--- src/rtl/usr_nibble_deframer.sv ---
// usr_nibble_deframer
//
// Hunts a serial bit stream for a 4-bit sync word. Once the sync word is
// found, it assembles PAYLOAD_NIBBLES nibbles, MSB first, and queues each
// one in a small FIFO that drains over a valid/ready interface.
//
// Build option: define DEFRAMER_PARITY_EN to expect one odd-parity bit after
// every payload nibble. A nibble that fails the parity check is discarded and
// the frame is aborted.
//
// Parameters
//   SYNC_WORD        sync pattern; the oldest received bit is the MSB
//   PAYLOAD_NIBBLES  nibbles per frame, 1..15
//   FIFO_DEPTH       output FIFO entries, power of two, 2..16
//
// Ports
//   clk        clock, rising edge
//   rst_n      synchronous active-low reset
//   ena        global enable; 0 freezes all state
//   bit_in     serial data bit
//   bit_valid  bit_in is accepted when ena=1
//   nib_data   FIFO head nibble (first received bit in bit 3)
//   nib_last   FIFO head is the final nibble of its frame
//   nib_valid  FIFO not empty
//   nib_ready  consumer accepts the head
//   frame_err  one-cycle pulse when a frame is aborted
//   overflow   sticky; a nibble was dropped because the FIFO was full
//   busy       FSM is not hunting
//
// state      | meaning
// -----------+------------------------------------------------------
// ST_HUNT    | searching for SYNC_WORD in the incoming bits
// ST_PAYLOAD | shifting payload bits into the nibble assembler
// ST_PARITY  | waiting for the parity bit (parity builds only)
module usr_nibble_deframer #(
    parameter logic [3:0] SYNC_WORD       = 4'b1011,
    parameter int         PAYLOAD_NIBBLES = 4,
    parameter int         FIFO_DEPTH      = 4
) (
    input  logic       clk,
    input  logic       rst_n,
    input  logic       ena,
    input  logic       bit_in,
    input  logic       bit_valid,
    output logic [3:0] nib_data,
    output logic       nib_last,
    output logic       nib_valid,
    input  logic       nib_ready,
    output logic       frame_err,
    output logic       overflow,
    output logic       busy
);

    localparam int             AW       = $clog2(FIFO_DEPTH);
    localparam logic [AW:0]    FULL_CNT = (AW+1)'(FIFO_DEPTH);
    localparam logic [AW-1:0]  PTR_ONE  = 1;
    localparam logic [AW:0]    CNT_ONE  = 1;
    localparam logic [3:0]     LAST_NIB = 4'(PAYLOAD_NIBBLES - 1);

`ifdef DEFRAMER_PARITY_EN
    typedef enum logic [1:0] {
        ST_HUNT    = 2'd0,
        ST_PAYLOAD = 2'd1,
        ST_PARITY  = 2'd2
    } state_t;
`else
    typedef enum logic {
        ST_HUNT    = 1'b0,
        ST_PAYLOAD = 1'b1
    } state_t;
`endif

    state_t state_q, state_d;

    // Only the three most recent bits need storing. The fourth bit of the
    // compare window is always the bit being accepted on the current edge.
    logic [2:0]    win_q, win_d;
    logic [3:0]    asm_q, asm_d;
    logic [1:0]    bit_cnt_q, bit_cnt_d;
    logic [3:0]    nib_cnt_q, nib_cnt_d;
    logic          overflow_q;
    logic          frame_err_q;

    logic [4:0]    mem [FIFO_DEPTH];
    logic [AW-1:0] wr_ptr_q, rd_ptr_q;
    logic [AW:0]   count_q;

    logic          accept;
    logic          pop;
    logic          fifo_full;
    logic          fifo_empty;
    logic [3:0]    asm_shift;
    logic          push_req;
    logic [3:0]    push_data;
    logic          push_last;
    logic          drop;
    logic          abort;
    logic          wr_en;

    assign accept     = ena & bit_valid;
    assign fifo_full  = (count_q == FULL_CNT);
    assign fifo_empty = (count_q == '0);
    assign pop        = ena & ~fifo_empty & nib_ready;
    assign asm_shift  = {asm_q[2:0], bit_in};
    assign push_last  = (nib_cnt_q == LAST_NIB);
    assign wr_en      = push_req & ~drop;

    always_comb begin
        state_d   = state_q;
        win_d     = win_q;
        asm_d     = asm_q;
        bit_cnt_d = bit_cnt_q;
        nib_cnt_d = nib_cnt_q;
        push_req  = 1'b0;
        push_data = asm_shift;
        drop      = 1'b0;
        abort     = 1'b0;

        case (state_q)
            ST_HUNT: begin
                if (accept) begin
                    win_d = {win_q[1:0], bit_in};
                    if ({win_q, bit_in} == SYNC_WORD) begin
                        state_d   = ST_PAYLOAD;
                        bit_cnt_d = 2'd0;
                        nib_cnt_d = 4'd0;
                    end
                end
            end
            ST_PAYLOAD: begin
                if (accept) begin
                    asm_d     = asm_shift;
                    bit_cnt_d = bit_cnt_q + 2'd1;
                    if (bit_cnt_q == 2'd3) begin
`ifdef DEFRAMER_PARITY_EN
                        state_d = ST_PARITY;
`else
                        push_req  = 1'b1;
                        push_data = asm_shift;
`endif
                    end
                end
            end
`ifdef DEFRAMER_PARITY_EN
            ST_PARITY: begin
                if (accept) begin
                    // Odd parity: nibble plus parity bit must hold an odd count of ones.
                    if (^{asm_q, bit_in}) begin
                        push_req  = 1'b1;
                        push_data = asm_q;
                    end else begin
                        abort   = 1'b1;
                        state_d = ST_HUNT;
                        win_d   = 3'd0;
                    end
                end
            end
`endif
            default: state_d = ST_HUNT;
        endcase

        // A pop on the same edge frees a slot, so a full FIFO can still take the push.
        if (push_req) begin
            if (fifo_full && !pop) begin
                drop    = 1'b1;
                abort   = 1'b1;
                state_d = ST_HUNT;
                win_d   = 3'd0;
            end else if (push_last) begin
                state_d = ST_HUNT;
                win_d   = 3'd0;
            end else begin
                nib_cnt_d = nib_cnt_q + 4'd1;
                state_d   = ST_PAYLOAD;
            end
        end
    end

    always_ff @(posedge clk) begin
        if (!rst_n) begin
            state_q     <= ST_HUNT;
            win_q       <= 3'd0;
            asm_q       <= 4'd0;
            bit_cnt_q   <= 2'd0;
            nib_cnt_q   <= 4'd0;
            overflow_q  <= 1'b0;
            frame_err_q <= 1'b0;
            wr_ptr_q    <= '0;
            rd_ptr_q    <= '0;
            count_q     <= '0;
        end else begin
            frame_err_q <= abort;
            if (ena) begin
                state_q   <= state_d;
                win_q     <= win_d;
                asm_q     <= asm_d;
                bit_cnt_q <= bit_cnt_d;
                nib_cnt_q <= nib_cnt_d;
                if (drop) begin
                    overflow_q <= 1'b1;
                end
                if (wr_en) begin
                    wr_ptr_q <= wr_ptr_q + PTR_ONE;
                end
                if (pop) begin
                    rd_ptr_q <= rd_ptr_q + PTR_ONE;
                end
                case ({wr_en, pop})
                    2'b10:   count_q <= count_q + CNT_ONE;
                    2'b01:   count_q <= count_q - CNT_ONE;
                    default: count_q <= count_q;
                endcase
            end
        end
    end

    // Storage needs no reset: the outputs are masked whenever the FIFO is empty.
    always_ff @(posedge clk) begin
        if (rst_n && ena && wr_en) begin
            mem[wr_ptr_q] <= {push_last, push_data};
        end
    end

    assign nib_valid = ~fifo_empty;
    assign nib_data  = fifo_empty ? 4'd0 : mem[rd_ptr_q][3:0];
    assign nib_last  = fifo_empty ? 1'b0 : mem[rd_ptr_q][4];
    assign frame_err = frame_err_q;
    assign overflow  = overflow_q;
    assign busy      = (state_q != ST_HUNT);

endmodule

--- config.mk ---
export PLATFORM = sky130hd
export DESIGN_NAME = usr_nibble_deframer
export DESIGN_NICKNAME = d
export VERILOG_FILES = /design/src/rtl/usr_nibble_deframer.sv
export SDC_FILE = /design/constraint.sdc
export NUM_CORES = 1
export LEC_CHECK = 0
export CAP_MARGIN = 20
export CORE_AREA = 2 2 73 75
export CTS_CLUSTER_DIAMETER = 50
export DETAILED_ROUTE_END_ITERATION = 10
export DIE_AREA = 0 0 75 77
export HOLD_SLACK_MARGIN = 0.05
export PLACE_DENSITY = 0.58
export SKIP_CTS_REPAIR_TIMING = 1
export SLEW_MARGIN = 20
export SYNTH_ARGS = -nofsm -noshare
export SYNTH_HDL_FRONTEND = slang
export SYNTH_SLANG_ARGS = --single-unit
--- constraint.sdc ---
create_clock -name clk -period 6.2 [get_ports clk]
set_input_delay 1.55 -clock clk [delete_from_list [all_inputs] [get_ports clk]]
set_output_delay 1.55 -clock clk [all_outputs]
set_load 0.01 [all_outputs]
==> reports/results.ini, run 1 <==
[clocking]
cts-root-buf = clkbuf_8
cts_buffer_depth = 2
clock_sinks = 44
cts-buffers-inserted = 5
clk_pin_slew_ns = 0.08
insertion_delay_ns = 0.29
cts.htree.levels = 2
cts_tree = done

[final_layout]
seq_area_sq_um = 1081
n_fill_cell = 460
multiInputGateArea_sq_um = 784.5
synthToLayoutAreaGrowth_pct = 15.51
drive_gt1_share_pct = 8.571
fin_nets = 187
antenna_cells = 0

[die]
dieArea_sq_um = 5775
fp.dieW_microns = 75
pin_count = 15
start_util_pct = 38.74
rows = 26
die_h_microns = 77
core-area_sq_um = 4977

[route]
num_vias = 1222
routedWlPerCell_microns = 14.24
ant_nets = 0
route.detailed.drc = 0
drtIter0Drc = 80
first_pass_iters = 4
drt-total-wl_microns = 3489
vias_per_cell = 4.988

[synthesis]
ys_ff_latch = 44
synth_warnings = 0
ys_seq_area_share_pct = 56.07
synthAdderAreaFrac_pct = 4.932
ys.flop_type = dfxtp_1
synth_xor_area_share_pct = 1.363
synthMuxAreaShare_pct = 12.07
synthSimpleGateAreaFrac_pct = 17.20
mappedNetlistArea_sq_um = 1928
synth_nets = 172
synth_compound_area_share_pct = 5.127
synthDistinctLibCells = 41
synth_top_family_by_area = simple AND/OR/NAND/NOR gates
synth_area_per_cell_sq_um = 12.13
synthArstFlopShare_pct = 0
synth-edff-count = 20
syn_inst = 159

[timing]
grt_setup_unrepaired = no
hold_viol_final = 0
setup_viol = 0
slew_headroom_pct = 46.57
fin_skew_ns = 0.01081
worst_pin_slew_ns = 0.7954
finalMaxSlewViolations = 0
period_needed_ns = 3.616
setup_tns_ns = 0
fin_crit_sh_pct = 58.33
max_freq_ghz = 0.2765

[critical_path]
critPathLaunchType = input pin
cp.arrival_ns = 3.59
end_kind = flip-flop
worst_ep_required_time_ns = 6.17
crit_fanout = 11
crit_type = in -> reg

[power]
finalPower_mw = 0.5216
irDropWorstVdd_mv = 0.1054
p_per_area_nw_per_um2 = 234.2
cellLeakagePower_nw = 0.8128

[place]
hpwl_microns = 2615
io_buffers = 14
place_congestion = 0.7350

[global_route]
grt_pass1_vias = 1238
grt_pass1_wl_microns = 5761
grtUsageTotal_pct = 13.54
antenna_found_initial = 0
grt_max_degree = 22
grt_overflow = 0

[run_status]
status = complete, no violations

[job]
maxCapViolations = 0

[worst_hold_path]
holdCritPathClass = reg -> reg

==> worst max-delay path, cell delays in order <==
cell	delay [ns]
clkdlybuf4s50_1	0.65
nand4_1	0.32
nor2_1	0.67
and3_1	0.39
==> flip-flops by register name, indices dropped and copies added, names as in the netlist, named ones only <==
register / count
busy: 1
asm_q: 3
overflow: 1
rd_ptr_q: 2
bit_cnt_q: 2
count_q: 3
win_q: 3
mem: 20
wr_ptr_q: 2
nib_cnt_q: 4
frame_err: 1
==> layer usage <==
layer  track usage [%]  wire length, microns  share of wire [%]  vias to the layer above
met3             3.154                   108                3.1                        6
met5                 0                     0                  0                        -
met1             15.28                  1442                 41                      592
li1                  -                     -                  -                      603
met2             23.60                  1886                 54                       21
met4             5.893                    51                1.5                        0
==> kinds of logic after synthesis <==
group	Yosys count
compound gates	14
xor+xnor	3
fa+ha+maj	7
buf+inv	13
flops	44
mux	17
simple gates	61
==> where the power goes <==
group | internal, mW | switching [mW] | leakage (nW)
Sequential | 0.301 | 0.000335 | 0.377
Clock | 0.119 | 0.0891 | 0.0552
Combinational | 0.00442 | 0.00713 | 0.380
==> synthesized netlist by cell type (2+ instances only) <==
cell       n  area (sq um)
and3_1     6         37.54
nor3_1     3         15.01
nor2b_1    6         37.54
buf_4      2         15.01
mux2i_1   12         120.1
nand4_1    3         18.77
inv_1      6         22.52
a21oi_1    4         20.02
clkbuf_1   2         7.510
xnor2_1    2         17.52
nand2b_1   2         12.51
dfxtp_1   24         480.5
ha_1       6         75.07
nand3_1    5         25.02
nor2_1    16         60.06
o21ai_0    2         10.01
mux4_2     5         112.6
edfxtp_1  20         600.6
nand2_1   10         37.54
a31oi_1    2         12.51
==> worst paths after layout <==
check               startpoint        end  slack [ns]  cells after the start
setup / recovery           ena  mem[2][4]        2.58                      4
hold / removal        overflow   overflow        0.46                      1
setup reg to reg  bit_cnt_q[0]  mem[2][4]        4.02                      4
hold reg to reg       overflow   overflow        0.46                      1
==> cell usage in the layout (no fill, tap or decap), types with 2 or more instances in the layout <==
cell type / n
nand4_1: 3
and3_1: 6
nor3_1: 3
mux4_2: 5
a31oi_1: 2
o21ai_0: 2
nand2b_1: 2
dfxtp_1: 24
nor2b_1: 6
mux2i_1: 12
edfxtp_1: 20
clkbuf_8: 5
inv_1: 6
nor2_1: 16
nand3_1: 5
clkdlybuf4s50_1: 14
nand2_1: 10
a21oi_1: 4
ha_1: 6
xnor2_1: 2
==> per-stage QoR <==
stage          hold slack (ns)  utilization, %  worst slack, ns  area (sq um)  cells
5_1_grt                 0.4785           44.75            2.440          2227    245
3_3_place_gp            0.4321           42.58            2.391          2120    237
2_1_floorplan           0.4356               -            3.116          1928    159
6_report                0.4572           44.75            2.584          2227    245
4_1_cts                 0.4618           44.75            2.588          2227    245
3_5_place_dp            0.4432           42.58            2.278          2120    237
==> cell type report <==
| class | count | share of cell area [%] |
|---|---|---|
| Sequential cell | 44 | 48.54 |
| Tap cell | 70 | 3.933 |
| Timing Repair Buffer | 14 | 6.292 |
| Clock inverter | 2 | 1.573 |
| Clock buffer | 6 | 3.258 |
| Multi-Input combinational cell | 102 | 35.22 |
| Inverter | 7 | 1.180 |
Note: power is estimated with default switching activity, not from simulation.
==> run 2, diff against run 1 <==
Clock period 6.2 ns to 3.55 ns, I/O delays scaled along.
==> run 2 against run 1 <==
  * Largest power group unchanged
  * Flip-flop and latch count stayed put
  * Via count rose by 0.74%
  * Cell area up 0.67%
  * Utilization rose by 0.30 points
  * Count of clock-buffer cells in the layout is 1 lower
  * Global-route usage rose by 0.22 points
  * Non-clock buffer count grew 1
  * Critical path type is now reg -> out
  * Worst setup slack worse by 2.0 ns
==> reports/results.ini, run 2 (synthesis gave the netlist of run 1 again) <==
[run_status]
status = complete, no violations  ; unchanged

[place]
place_congestion = 0.7580  ; was 0.7350
io_buffers = 14  ; unchanged
dp_cells = 238  ; was 237
hpwl_microns = 2540  ; was 2615 microns

[final_layout]
fin_nets = 188  ; was 187
layout_common_cells = 24 x dfxtp_1, 20 x edfxtp_1, 16 x nor2_1  ; unchanged
synthToLayoutAreaGrowth_pct = 16.29  ; was 15.51%
final_common_cell = dfxtp_1  ; unchanged
reg_top3 = mem x20, nib_cnt_q x4  ; unchanged
largest_register_ffs = 20  ; unchanged
layout.cells.non_filler = 246  ; was 245
antenna_cells = 0  ; unchanged
drive_gt1_share_pct = 9.659  ; was 8.571%
regMostFlops = mem  ; unchanged

[power]
combPwrFrac_pct = 2.0  ; was 2.2%
power_switching_mw = 0.1924  ; was 0.09660 mW
swShare_pct = 20.52  ; was 18.52%
cellLeakagePower_nw = 0.8178  ; was 0.8128 nW
irDropWorstVdd_mv = 0.1909  ; was 0.1054 mV
p_seq_share_pct = 56.1  ; was 57.8%
p_per_area_nw_per_um2 = 418.3  ; was 234.2 nW/um^2
p_int_mw = 0.7456  ; was 0.4250 mW
pwr-share-clk_pct = 41.8  ; was 40.0%

[critical_path]
end_kind = output port  ; was flip-flop
critPathBufInv = 1  ; unchanged
worst_ep_required_time_ns = 2.66  ; was 6.17 ns
r2r-start = bit_cnt_q[0]  ; unchanged
crit_family = flip-flops  ; was simple AND/OR/NAND/NOR gates
cp_cell_sequence = mux4_2 > nor2b_1 > clkdlybuf4s50_1  ; was clkdlybuf4s50_1 > nand4_1 > nor2_1 > and3_1
crit_type = reg -> out  ; was in -> reg
critPathMaxStageDelay_ns = 0.55  ; was 0.67 ns
critPathLaunchType = flip-flop  ; was input pin
r2r_cells = 7  ; was 4
cp.arrival_ns = 2.04  ; was 3.59 ns
crit_fanout = 5  ; was 11
reg2reg_slack_ns = 1.48  ; was 4.02 ns
regToRegEndpoint = count_q[2]  ; was mem[2][4]
slowest_stage = dfxtp_1  ; was nor2_1

[route]
route.detailed.drc = 0  ; unchanged
drtIter0Drc = 63  ; was 80
vias_per_cell = 5.004  ; was 4.988
wl_met3_microns = 108  ; unchanged
highest_layer = met4  ; unchanged
routedWlPerCell_microns = 14.21  ; was 14.24 microns
wl_met1_microns = 1546  ; was 1442 microns
drt-total-wl_microns = 3495  ; was 3489 microns
first_pass_iters = 4  ; unchanged
num_vias = 1231  ; was 1,222
ant_nets = 0  ; unchanged
wl_met2_microns = 1763  ; was 1886 microns

[timing]
max_freq_ghz = 0.3421
setup_tns_ns = 0  ; unchanged
fin_skew_ns = 0.008467  ; was 0.01081 ns
hold_viol_final = 0  ; unchanged
period_needed_ns = 2.923
finalMaxSlewViolations = 0  ; unchanged
worst_pin_slew_ns = 0.8311  ; was 0.7954 ns
grt_setup_unrepaired = no  ; unchanged
fin_crit_sh_pct = 82.33
setup_viol = 0  ; unchanged
slew_headroom_pct = 44.47  ; was 46.57%

[die]
dieArea_sq_um = 5775  ; unchanged
pin_count = 15  ; unchanged
die_h_microns = 77  ; unchanged
start_util_pct = 38.74  ; unchanged
fp.dieW_microns = 75  ; unchanged
core-area_sq_um = 4977  ; unchanged
rows = 26  ; unchanged

[clocking]
cts-buffers-inserted = 5  ; unchanged
cts.htree.levels = 2  ; unchanged
insertion_delay_ns = 0.30  ; was 0.29 ns
clk_pin_slew_ns = 0.08  ; about the same
cts-root-buf = clkbuf_8  ; unchanged
clock_sinks = 44  ; unchanged
cts_tree = done  ; unchanged
cts_buffer_depth = 2  ; unchanged

[global_route]
grt_overflow = 0  ; unchanged
grtUsageTotal_pct = 13.76  ; was 13.54%
grt_pass1_wl_microns = 5885  ; was 5761 microns
grt_max_degree = 22  ; unchanged
grt_pass1_vias = 1263  ; was 1,238
antenna_found_initial = 0  ; unchanged

[worst_hold_path]
holdCritPathClass = reg -> reg  ; unchanged
min_path_cells = 1  ; unchanged
hp-start = overflow  ; unchanged
worstHoldEndpoint = overflow  ; unchanged

[job]
maxCapViolations = 0  ; unchanged

## run 2: cell count changes in the layout (fill, tap and decap cells not counted)
cell / previous run / this run
buf_4: 0 / 1
clkbuf_1: 1 / 0
clkinv_2: 1 / 0
clkinvlp_4: 0 / 1
inv_6: 0 / 1
## run 2: area by class of cell
type / instances / area, sq um
multi-input combinational: 102 / 784.5
clock inverter: 3 / 46.29
inverter: 7 / 26.28
sequential: 44 / 1081
clock buffer: 5 / 68.82
fill: 471 / 2735
tap: 70 / 87.58
timing repair buffer: 15 / 147.6
## run 2: worst reg2reg max path: stages (launching register included)
cell	delay (ns)
dfxtp_1	0.34
ha_1	0.22
nand4_1	0.24
nand2_1	0.11
fa_1	0.40
nor4_1	0.36
o21ai_0	0.11
and3_1	0.18
## run 2: power by group through the flow
| stage | logic (mW) | clock network, mW | registers [mW] |
|---|---|---|---|
| 2_1_floorplan | 0.0111 | 0 | 0.538 |
| 4_1_cts | 0.0194 | 0.402 | 0.526 |
| 3_3_place_gp | 0.0188 | 0 | 0.538 |
| 3_5_place_dp | 0.0193 | 0 | 0.538 |
| 6_report | 0.0192 | 0.392 | 0.526 |
| 5_1_grt | 0.0214 | 0.425 | 0.527 |
## run 2: metal layers
metal	up-vias	track usage (%)
met1	600	16.39
met3	7	3.942
met2	20	22.81
met5	-	0
li1	604	-
met4	0	5.536
## run 2: how the worst max path moves through the flow
| stage | from | to | slack, ns | cells past startpoint |
|---|---|---|---|---|
| finish | flip-flop | nib_data[3] | 0.63 | 3 |
| global placement | ena | count_q[2] | 0.54 | 7 |
| detailed placement | ena | count_q[2] | 0.47 | 7 |
| CTS | flip-flop | nib_data[3] | 0.57 | 3 |
| floorplan | ena | count_q[2] | 1.13 | 7 |
| global route | flip-flop | nib_last | 0.49 | 3 |
## run 2: through the flow
step | setup WS, ns | area [sq um] | hold slack (ns) | power (mW) | util, %
after CTS | 0.5657 | 2242 | 0.4576 | 0.9482 | 45.05
after floorplan | 1.128 | 1928 | 0.4356 | 0.5491 | -
after global routing | 0.4862 | 2242 | 0.4841 | 0.9735 | 45.05
after detailed placement | 0.4676 | 2127 | 0.4378 | 0.5575 | 42.74
after global placement | 0.5373 | 2127 | 0.4308 | 0.5569 | 42.74
final | 0.6272 | 2242 | 0.4546 | 0.9380 | 45.05
